`src/rtl/uart_tx_arbiter_if.sv`:
```
// Bus between the UART transmit arbiter, its requesters and the shared transmitter.
//
// Signals:
//   req       requester byte-valid, one bit per requester
//   req_data  requester bytes, requester i at [8i+7:8i]
//   req_last  byte is the final byte of the requester's packet
//   ack       one-hot pulse when a requester's byte is taken
//   owner     index of the current or most recent grantee
//   busy      packet lock held or byte in flight
//   tx_din    byte to the transmitter
//   tx_wr_en  write strobe to the transmitter
//   tx_rdy    transmitter ready
//   timeout   lock-watchdog release pulse
//
// Modports:
//   slave   the arbiter
//   master  the environment: requesters plus the transmitter's tx_rdy
interface uart_tx_arbiter_if #(
  parameter int unsigned NREQ = 4
);
  localparam int unsigned OwnW = $clog2(NREQ);

  logic [NREQ-1:0]   req;
  logic [8*NREQ-1:0] req_data;
  logic [NREQ-1:0]   req_last;
  logic [NREQ-1:0]   ack;
  logic [OwnW-1:0]   owner;
  logic              busy;
  logic [7:0]        tx_din;
  logic              tx_wr_en;
  logic              tx_rdy;
  logic              timeout;

  modport slave (
    input  req, req_data, req_last, tx_rdy,
    output ack, owner, busy, tx_din, tx_wr_en, timeout
  );

  modport master (
    output req, req_data, req_last, tx_rdy,
    input  ack, owner, busy, tx_din, tx_wr_en, timeout
  );
endinterface

```
`src/rtl/uart_tx_arbiter.sv`:
```
// Packet-granular round-robin arbiter sharing one UART transmitter among NREQ
// byte-stream requesters. A winner keeps the transmitter until it delivers a
// byte flagged last. Bytes are issued only while the transmitter is ready.
//
// Parameters:
//   NREQ     number of requesters (2..8)
//   TIMEOUT  lock-watchdog limit in clk_50m cycles (watchdog build only)
//
// Ports:
//   clk_50m  clock, all state on its rising edge
//   rst_n    asynchronous active-low reset
//   bus      uart_tx_arbiter_if.slave: requester and transmitter handshakes
//
// Optional feature: define UART_TXARB_TIMEOUT_EN to add a watchdog that drops a
// lock whose owner stops requesting for TIMEOUT cycles and pulses bus.timeout.
// Without it the lock is held until last and bus.timeout is tied 0.
module uart_tx_arbiter #(
  parameter int unsigned NREQ    = 4,
  parameter int unsigned TIMEOUT = 1024
) (
  input logic              clk_50m,
  input logic              rst_n,
  uart_tx_arbiter_if.slave bus
);

  localparam int unsigned OwnW = $clog2(NREQ);

  if (NREQ < 2 || NREQ > 8 || TIMEOUT < 2) begin : g_param_check
    $error("uart_tx_arbiter: NREQ must be 2..8 and TIMEOUT at least 2");
  end

  typedef enum logic [2:0] {
    StIdle,
    StLocked,
    StSend,
    StWaitBusy,
    StWaitDone
  } state_e;

  state_e          state_q, state_d;
  // owner doubles as the round-robin pointer: the last grantee has lowest priority
  logic [OwnW-1:0] owner_q, owner_d;
  logic [NREQ-1:0] ack_q, ack_d;
  logic [7:0]      din_q, din_d;
  logic            wr_en_q, wr_en_d;
  logic            last_q, last_d;
  logic            busy_q;

  logic            issue;
  logic [OwnW-1:0] issue_idx;
  logic            wd_fire;

  // Round-robin search upward from owner+1, wrapping at NREQ
  logic [OwnW-1:0] cand;
  logic [OwnW-1:0] rr_winner;
  logic            rr_found;

  always_comb begin
    cand      = '0;
    rr_winner = owner_q;
    rr_found  = 1'b0;
    for (int unsigned k = 1; k <= NREQ; k++) begin
      cand = OwnW'((32'(owner_q) + k) % NREQ);
      if (!rr_found && bus.req[cand]) begin
        rr_found  = 1'b1;
        rr_winner = cand;
      end
    end
  end

  always_comb begin
    state_d   = state_q;
    owner_d   = owner_q;
    ack_d     = '0;
    din_d     = din_q;
    wr_en_d   = 1'b0;
    last_d    = last_q;
    issue     = 1'b0;
    issue_idx = owner_q;

    unique case (state_q)
      StIdle: begin
        if (bus.tx_rdy && rr_found) begin
          issue     = 1'b1;
          issue_idx = rr_winner;
        end
      end
      StLocked: begin
        if (bus.tx_rdy && bus.req[owner_q]) begin
          issue = 1'b1;
        end else if (wd_fire) begin
          state_d = StIdle;
        end
      end
      StSend: begin
        state_d = StWaitBusy;
      end
      // tx_rdy low confirms the transmitter took the byte
      StWaitBusy: begin
        if (!bus.tx_rdy) state_d = StWaitDone;
      end
      StWaitDone: begin
        if (bus.tx_rdy) state_d = last_q ? StIdle : StLocked;
      end
      default: begin
        state_d = StIdle;
      end
    endcase

    if (issue) begin
      owner_d          = issue_idx;
      din_d            = bus.req_data[{issue_idx, 3'b000} +: 8];
      wr_en_d          = 1'b1;
      ack_d[issue_idx] = 1'b1;
      last_d           = bus.req_last[issue_idx];
      state_d          = StSend;
    end
  end

  always_ff @(posedge clk_50m or negedge rst_n) begin
    if (!rst_n) begin
      state_q <= StIdle;
      owner_q <= OwnW'(NREQ - 1);
      ack_q   <= '0;
      din_q   <= 8'h00;
      wr_en_q <= 1'b0;
      last_q  <= 1'b0;
      busy_q  <= 1'b0;
    end else begin
      state_q <= state_d;
      owner_q <= owner_d;
      ack_q   <= ack_d;
      din_q   <= din_d;
      wr_en_q <= wr_en_d;
      last_q  <= last_d;
      busy_q  <= (state_d != StIdle);
    end
  end

  assign bus.ack      = ack_q;
  assign bus.owner    = owner_q;
  assign bus.busy     = busy_q;
  assign bus.tx_din   = din_q;
  assign bus.tx_wr_en = wr_en_q;

`ifdef UART_TXARB_TIMEOUT_EN
  localparam int unsigned CntW = $clog2(TIMEOUT);

  logic [CntW-1:0] wd_cnt_q, wd_cnt_d;
  logic            timeout_q;

  // Counts locked cycles in which the owner is not requesting
  assign wd_fire = (state_q == StLocked) && !bus.req[owner_q] &&
                   (wd_cnt_q == CntW'(TIMEOUT - 1));

  always_comb begin
    wd_cnt_d = wd_cnt_q;
    if (issue || wd_fire) begin
      wd_cnt_d = '0;
    end else if ((state_q == StLocked) && !bus.req[owner_q]) begin
      wd_cnt_d = wd_cnt_q + CntW'(1);
    end
  end

  always_ff @(posedge clk_50m or negedge rst_n) begin
    if (!rst_n) begin
      wd_cnt_q  <= '0;
      timeout_q <= 1'b0;
    end else begin
      wd_cnt_q  <= wd_cnt_d;
      timeout_q <= wd_fire;
    end
  end

  assign bus.timeout = timeout_q;
`else
  assign wd_fire     = 1'b0;
  assign bus.timeout = 1'b0;
`endif

endmodule

```
`src/flat_wrapper.sv`:
```
// flat-port wrapper written by rule: the top's interface ports become plain ports
module uart_tx_arbiter_flat 
#(
  parameter int unsigned NREQ    = 4,
  parameter int unsigned TIMEOUT = 1024
)
  (clk_50m, rst_n, bus_req, bus_req_data, bus_req_last, bus_tx_rdy, bus_ack, bus_owner, bus_busy, bus_tx_din, bus_tx_wr_en, bus_timeout);
  uart_tx_arbiter_if #(.NREQ(NREQ)) bus_i ();
  input logic clk_50m;
  input logic rst_n;
  input wire logic [$bits(bus_i.req)-1:0] bus_req;
  input wire logic [$bits(bus_i.req_data)-1:0] bus_req_data;
  input wire logic [$bits(bus_i.req_last)-1:0] bus_req_last;
  input wire logic [$bits(bus_i.tx_rdy)-1:0] bus_tx_rdy;
  output wire logic [$bits(bus_i.ack)-1:0] bus_ack;
  output wire logic [$bits(bus_i.owner)-1:0] bus_owner;
  output wire logic [$bits(bus_i.busy)-1:0] bus_busy;
  output wire logic [$bits(bus_i.tx_din)-1:0] bus_tx_din;
  output wire logic [$bits(bus_i.tx_wr_en)-1:0] bus_tx_wr_en;
  output wire logic [$bits(bus_i.timeout)-1:0] bus_timeout;
  assign bus_i.req = bus_req;
  assign bus_i.req_data = bus_req_data;
  assign bus_i.req_last = bus_req_last;
  assign bus_i.tx_rdy = bus_tx_rdy;
  assign bus_ack = bus_i.ack;
  assign bus_owner = bus_i.owner;
  assign bus_busy = bus_i.busy;
  assign bus_tx_din = bus_i.tx_din;
  assign bus_tx_wr_en = bus_i.tx_wr_en;
  assign bus_timeout = bus_i.timeout;
  uart_tx_arbiter #(.NREQ(NREQ), .TIMEOUT(TIMEOUT)) u_core (.clk_50m(clk_50m), .rst_n(rst_n), .bus(bus_i));
endmodule
```
`config.mk`:
```
export PLATFORM = sky130hd
export DESIGN_NAME = uart_tx_arbiter_flat
export DESIGN_NICKNAME = d
export VERILOG_FILES = /design/src/rtl/uart_tx_arbiter_if.sv /design/src/rtl/uart_tx_arbiter.sv /design/src/flat_wrapper.sv
export SDC_FILE = /design/constraint.sdc
export NUM_CORES = 1
export LEC_CHECK = 0
export CORE_UTILIZATION = 44
export DETAILED_ROUTE_END_ITERATION = 16
export GPL_TIMING_DRIVEN = 0
export PLACE_DENSITY_LB_ADDON = 0.3
export RECOVER_POWER = 25
export SYNTH_ARGS = -nofsm -noshare
export SYNTH_HDL_FRONTEND = slang
export SYNTH_SLANG_ARGS = --single-unit
```
`constraint.sdc`:
```
create_clock -name clk_50m -period 4.4 [get_ports clk_50m]
set_clock_uncertainty 0.2 [all_clocks]
set_input_delay 0.88 -clock clk_50m [delete_from_list [all_inputs] [get_ports clk_50m]]
set_output_delay 0.88 -clock clk_50m [all_outputs]
set_load 0.02 [all_outputs]
```
## Word level (Yosys, flattened, before mapping)

Cells that the tools add are included.

- Add/subtract/negate cells: 4
- Order comparisons: 7
- Eq/ne operators: 4
- Shifts and indexed selects: 1
- Multiplexer cells: 34
- Reduce and logical (&&, ||, !) cells: 12

Operator list:

| cell | count |
|---|---|
| $shiftx 32x6->8 | 1 |
| $lt 2x3->1 const B | 6 |
| $mux 1 | 15 |
| $bmux 1 s2 | 6 |
| $mux 2 | 6 |
| $pmux 3 s4 | 1 |
| $mux 3 | 3 |
| $eq 3x2->1 const B | 2 |
| $logic_and 1x1->1 | 6 |
| $add 2x1->2 const B | 2 |
| $add 2x2->2 const B | 2 |
| $mux 4 | 1 |
| $eq 3x1->1 const B | 1 |
| $eq 3x3->1 const B | 1 |
| $logic_not 1->1 | 3 |
| $logic_not 3->1 | 1 |
| $reduce_bool 3->1 | 1 |
| $demux 1 s2 | 1 |
| $ge 2x1->1 const B | 1 |
| $pmux 1 s2 | 1 |
| $reduce_or 2->1 | 1 |

- Bits in registers: 20

## Longest topological paths before layout

- Word-level depth: 21
- Mapped depth: 9
- Gate-level depth less buffers: 7

## Least setup slack after synthesis

No wires, ideal clock.

- Path kind: input-to-reg
- Start: in bus_req[3]
- End: reg u_core.din_q[0] (netlist: u_core.bus.tx_din[0])
- Library setup time: 0.094 ns
- Arrival: 2.534 ns
- Data required time: 4.106 ns
- Path slack: 1.572 ns
- Stages: 7
- Buffers on the path: 1
- Path through: or3_4 > or3_4 > nand4b_2 > mux2_4 > and2_1 > buf_4 > a221oi_2

- Word-level cells in the longest chain between the ends: 16

Ends and longest elaborated chain:

| what | RTL line | source |
|---|---|---|
| from (decl) | flat_wrapper.sv:11 | `input wire logic [$bits(bus_i.req)-1:0] bus_req;` |
| $bmux 1 s2 | uart_tx_arbiter.sv:64 | `if (!rr_found && bus.req[cand]) begin` |
| $mux 1 (not written as such) | uart_tx_arbiter.sv:64 |  |
| $mux 1 | uart_tx_arbiter.sv:64 |  |
| $logic_not 1->1 | uart_tx_arbiter.sv:64 |  |
| $logic_and 1x1->1 | uart_tx_arbiter.sv:64 |  |
| $mux 1 | uart_tx_arbiter.sv:64 |  |
| $logic_not 1->1 | uart_tx_arbiter.sv:64 |  |
| $logic_and 1x1->1 | uart_tx_arbiter.sv:64 |  |
| $mux 1 | uart_tx_arbiter.sv:64 |  |
| $logic_not 1->1 | uart_tx_arbiter.sv:64 |  |
| $logic_and 1x1->1 | uart_tx_arbiter.sv:64 |  |
| $mux 1 | uart_tx_arbiter.sv:64 |  |
| $logic_and 1x1->1 | uart_tx_arbiter.sv:83 | `if (bus.tx_rdy && rr_found) begin` |
| $mux 2 | uart_tx_arbiter.sv:83 |  |
| $mux 2 | uart_tx_arbiter.sv:81 | `unique case (state_q)` |
| $shiftx 32x6->8 | uart_tx_arbiter.sv:112 | `din_d = bus.req_data[{issue_idx, 3'b000} +: 8];` |
| to (signal assigned) | uart_tx_arbiter.sv:133 | `din_q <= din_d;` |
| to (decl) | uart_tx_arbiter.sv:44 | `logic [7:0] din_q, din_d;` |

Parallel ways exist; a longest one is shown, timed or not. The select of a mux whose other input is x is not followed.
A chain may end at the register's enable or synchronous reset.

## Final worst setup path

- Start: in bus_req[3]
- End: reg u_core.last_q

- Word-level cells in the longest chain between the ends: 17

Ends and longest elaborated chain:

| what | RTL line | source |
|---|---|---|
| $bmux 1 s2 | uart_tx_arbiter.sv:64 |  |
| $mux 1 (not written as such) | uart_tx_arbiter.sv:64 |  |
| $mux 1 | uart_tx_arbiter.sv:64 |  |
| $logic_not 1->1 | uart_tx_arbiter.sv:64 |  |
| $logic_and 1x1->1 | uart_tx_arbiter.sv:64 |  |
| $mux 1 | uart_tx_arbiter.sv:64 |  |
| $logic_not 1->1 | uart_tx_arbiter.sv:64 |  |
| $logic_and 1x1->1 | uart_tx_arbiter.sv:64 |  |
| $mux 1 | uart_tx_arbiter.sv:64 |  |
| $logic_not 1->1 | uart_tx_arbiter.sv:64 |  |
| $logic_and 1x1->1 | uart_tx_arbiter.sv:64 |  |
| $mux 1 | uart_tx_arbiter.sv:64 |  |
| $logic_and 1x1->1 | uart_tx_arbiter.sv:83 |  |
| $mux 2 | uart_tx_arbiter.sv:83 |  |
| $mux 2 | uart_tx_arbiter.sv:81 |  |
| $bmux 1 s2 | uart_tx_arbiter.sv:115 | `last_d = bus.req_last[issue_idx];` |
| $mux 1 (not written as such) | uart_tx_arbiter.sv:115 |  |
| to (signal assigned) | uart_tx_arbiter.sv:135 | `last_q <= last_d;` |
| to (decl) | uart_tx_arbiter.sv:46 | `logic last_q, last_d;` |

Parallel ways exist; a longest one is shown, timed or not. The select of a mux whose other input is x is not followed.

==> summary.md <==
| Metric | Value |
|---|---|
| Power per cell area | `625 nW/µm²` |
| Gpl congestion | `0.716` |
| DRT Pass-1 Iters | `4` |
| Post-CTS Setup Bufs | `0` |
| Cell count after synthesis | `119` |
| Core area | `2760 µm²` |
| Die Wd | `56.1 µm` |
| Largest net degree at the start of global routing | `21` |
| Synth Area per Inst | `10.8 µm²` |
| Area Growth Syn to Fin | `50.2%` |
| DP HPWL | `2440 µm` |
| Sw frac | `0.423` |
| Yosys cell types | `38` |
| Sequential power share | `0.268` |
| Psw | `511 µW` |
| Die H | `56.1 µm` |
| Clock Power Share | `0.074` |
| Post-Syn Nets | `162` |
| Avg WL per Cell | `14.9 µm` |
| Req. time, crit path | `4.41 ns` |
| Leak | `0.816 nW` |
| Critical Setup Path Class | `in -> reg` |
| Hold Crit Class | `reg -> reg` |
| CTS Buffer Depth | `2` |
| Max_slew headroom | `0.406` |
| # resized after CTS | `0` |
| NumNets Final | `225` |
| Routed wire length | `3160 µm` |
| Post-route DRC | `0` |
| Overflow after GRT | `0` |
| Commonest cells after routing, fill and taps aside | `clkdlybuf4s50_1, mux2i_1, dfrtp_1` |
| Drt via density | `5.64` |
| Combinational share of power | `0.658` |
| Clock sink total | `20` |
| Register bit total from synthesis | `20` |
| # rows | `19` |
| Crit Path Max Fanout | `10` |
| Crit path DAT | `3.22 ns` |
| CP cell instances | `clkdlybuf4s50_1 -> or3_4 -> or3_4 -> nand4b_2 -> mux2_4 -> and2_1 -> buf_4 -> a221oi_2` |
| Htree depth | `1` |
| CTS tree | `built` |
| Share of cells above drive strength 1 | `0.182` |
| Area contributors post-synth | `dfrtp_1, mux2i_1, a221oi_2` |
| CTS clk-pin slew, worst paths | `0.12 ns` |
| CP max stage cell | `clkdlybuf4s50_1` |
| Die ar. | `roughly 3100 µm²` |
| Internal Power | `approximately 700 µW` |
| Largest area contributor in the netlist | `dfrtp_1` |
| Post-synthesis sequential area ratio | `0.391` |
| CP top delay family | `simple AND/OR/NAND/NOR gates` |
| Final setup viols | `0` |
| Highest clock rate | `312 MHz` |
| Worst-Skew Late Latency | `0.29 ns` |
| Max_cap viols | `0` |
| Post-synth ARST share | `1.00` |
| RSZ-0062 raised after global routing | `false` |
| DRT antenna net count | `0` |
| Fill count | `232` |
| First-pass GRT wire length | `5260 µm` |
| Cts hold-fix bufs | `0` |
| Dpl cell area | `~1900 µm²` |
| R2r setup slk | `1.89 ns` |
| Starting density of the core | `0.466` |
| Tmin final | `3.21 ns` |
| Setup TNS Final | `0 ns` |
| Clock root cell | `clkbuf_4` |
| Input/output buffers | `a little under 60` |
| Hold Vio Cnt, Final | `0` |
| Tot GR Track Use | `0.212` |
| CP Capture Type | `flip-flop` |
| Ys flop type | `dfrtp_1` |
| Crit path top cell by count | `or3_4` |
| WP buf/inv | `2` |
| Antenna violations before repair | `0` |
| Status | `completed` |
| Commonest non-fill, non-tap cell in the layout | `clkdlybuf4s50_1` |
| Final Cycle Share | `0.729` |
| Peak supply drop | `521 µV` |
| Least-Margin Pin Slew | `0.889 ns` |
| # diodes | `0` |
| Max-slew violations | `0` |
| Vias | `1195` |
| Final Cell Area | `approximately 1900 µm²` |
| DRT iter0 DRCs | `23` |
| Num ports | `60` |
| Cts bufs inserted | `3` |
| Crit-path max cell delay | `0.52 ns` |
| CP Launch Type | `primary input` |
| Vias in the first global route | `approximately 1200` |
| Synth top area share | `0.350` |
| Synth warnings | `0` |
| Post-synth EDFFs | `0` |
| Post-Synthesis Cell Area | `1290 µm²` |
-- power by group through the flow --
| stage | logic, mW | registers, mW | clock network, mW |
|---|---|---|---|
| final | 0.795 | 0.323 | 0.0899 |
| after global routing | 0.856 | 0.333 | 0.102 |
| after CTS | 0.805 | 0.324 | 0.0920 |
| after detailed placement | 0.802 | 0.327 | 0 |
| after global placement | 0.777 | 0.324 | 0 |
| after floorplan | 0.469 | 0.398 | 0 |
-- metrics by stage --
step           hold WS, ns  utilization  instances  setup WS, ns  power [mW]
2_1_floorplan        0.326            -        119          1.57       0.867
3_3_place_gp         0.360        0.691        208         0.936        1.10
3_5_place_dp         0.380        0.691        208         0.867        1.13
4_1_cts              0.401        0.701        212          1.18        1.22
5_1_grt              0.426        0.701        212          1.07        1.29
6_report             0.397        0.701        212          1.19        1.21
-- sequential cells by signal, indices dropped and copies added (netlist names) --
name / count
u_core.bus.tx_wr_en: 1
u_core.state_q: 3
u_core.last_q: 1
u_core.bus.owner: 2
u_core.bus.tx_din: 8
u_core.bus.busy: 1
u_core.bus.ack: 4
-- worst paths after layout --
check                                        to                 start  cells after the start
max                               u_core.last_q            bus_req[3]                      8
min                        u_core.bus.tx_din[2]  u_core.bus.tx_din[2]                      2
max reg2reg                u_core.bus.tx_din[0]   u_core.bus.owner[1]                      8
min reg2reg                u_core.bus.tx_din[2]  u_core.bus.tx_din[2]                      2
max in group asynchronous         u_core.last_q                 rst_n                      1
min in group asynchronous     u_core.bus.ack[3]                 rst_n                      1
-- Yosys cell counts (2+ instances only) --
| library cell | number |
|---|---|
| nand2b_1 | 4 |
| dfstp_2 | 2 |
| a31oi_1 | 2 |
| a21oi_1 | 5 |
| or3_4 | 2 |
| and2_1 | 3 |
| inv_2 | 3 |
| or3_1 | 2 |
| and3_1 | 2 |
| buf_4 | 3 |
| buf_6 | 2 |
| nor2_1 | 12 |
| dfrtp_1 | 18 |
| mux2i_1 | 20 |
| clkbuf_1 | 2 |
| nand2_1 | 4 |
| nand3_1 | 2 |
| nor3_1 | 2 |
| nand3b_1 | 2 |
| a221oi_2 | 9 |
-- worst register-to-register path, delay by kind of cell (launching register included) --
kind | cells | cell delay (ns)
buffers and inverters | 1 | 0.41
AO/OA/AOI/OAI | 3 | 0.86
flip-flops | 1 | 0.57
AND/OR/NAND/NOR | 4 | 0.40
-- cell type report --
class                      instances  area, µm²  area share
timing repair buffer              58        581       0.301
multi-input combinational         87        711       0.368
buffer                             8       57.6      0.0298
sequential                        20        503       0.260
inverter                           4       15.0     0.00777
tap                               31       38.8      0.0201
clock buffer                       4       26.3      0.0136
-- cells by family (layout without fill, tap and decap cells) --
logic type             after synthesis  after routing  share of synthesized area
AND/OR/NAND/NOR                     40             40                      0.183
multiplexers                        22             22                      0.176
AO/OA/AOI/OAI                       23             23                      0.178
XOR/XNOR                             1              1                     0.0126
other                                1              1                    0.00292
buffers and inverters               12             74                     0.0564
flip-flops                          20             20                      0.391
-- layer usage --
metal	share of wire	track usage	wire, µm	up-vias
li1	-	-	-	566
met2	0.54	0.386	1700	49
met3	0.062	0.0465	196	7
met5	0	0	0	-
met1	0.38	0.239	1210	573
met4	0.017	0.0801	55	0
Note: power is estimated with default switching activity, not from simulation.
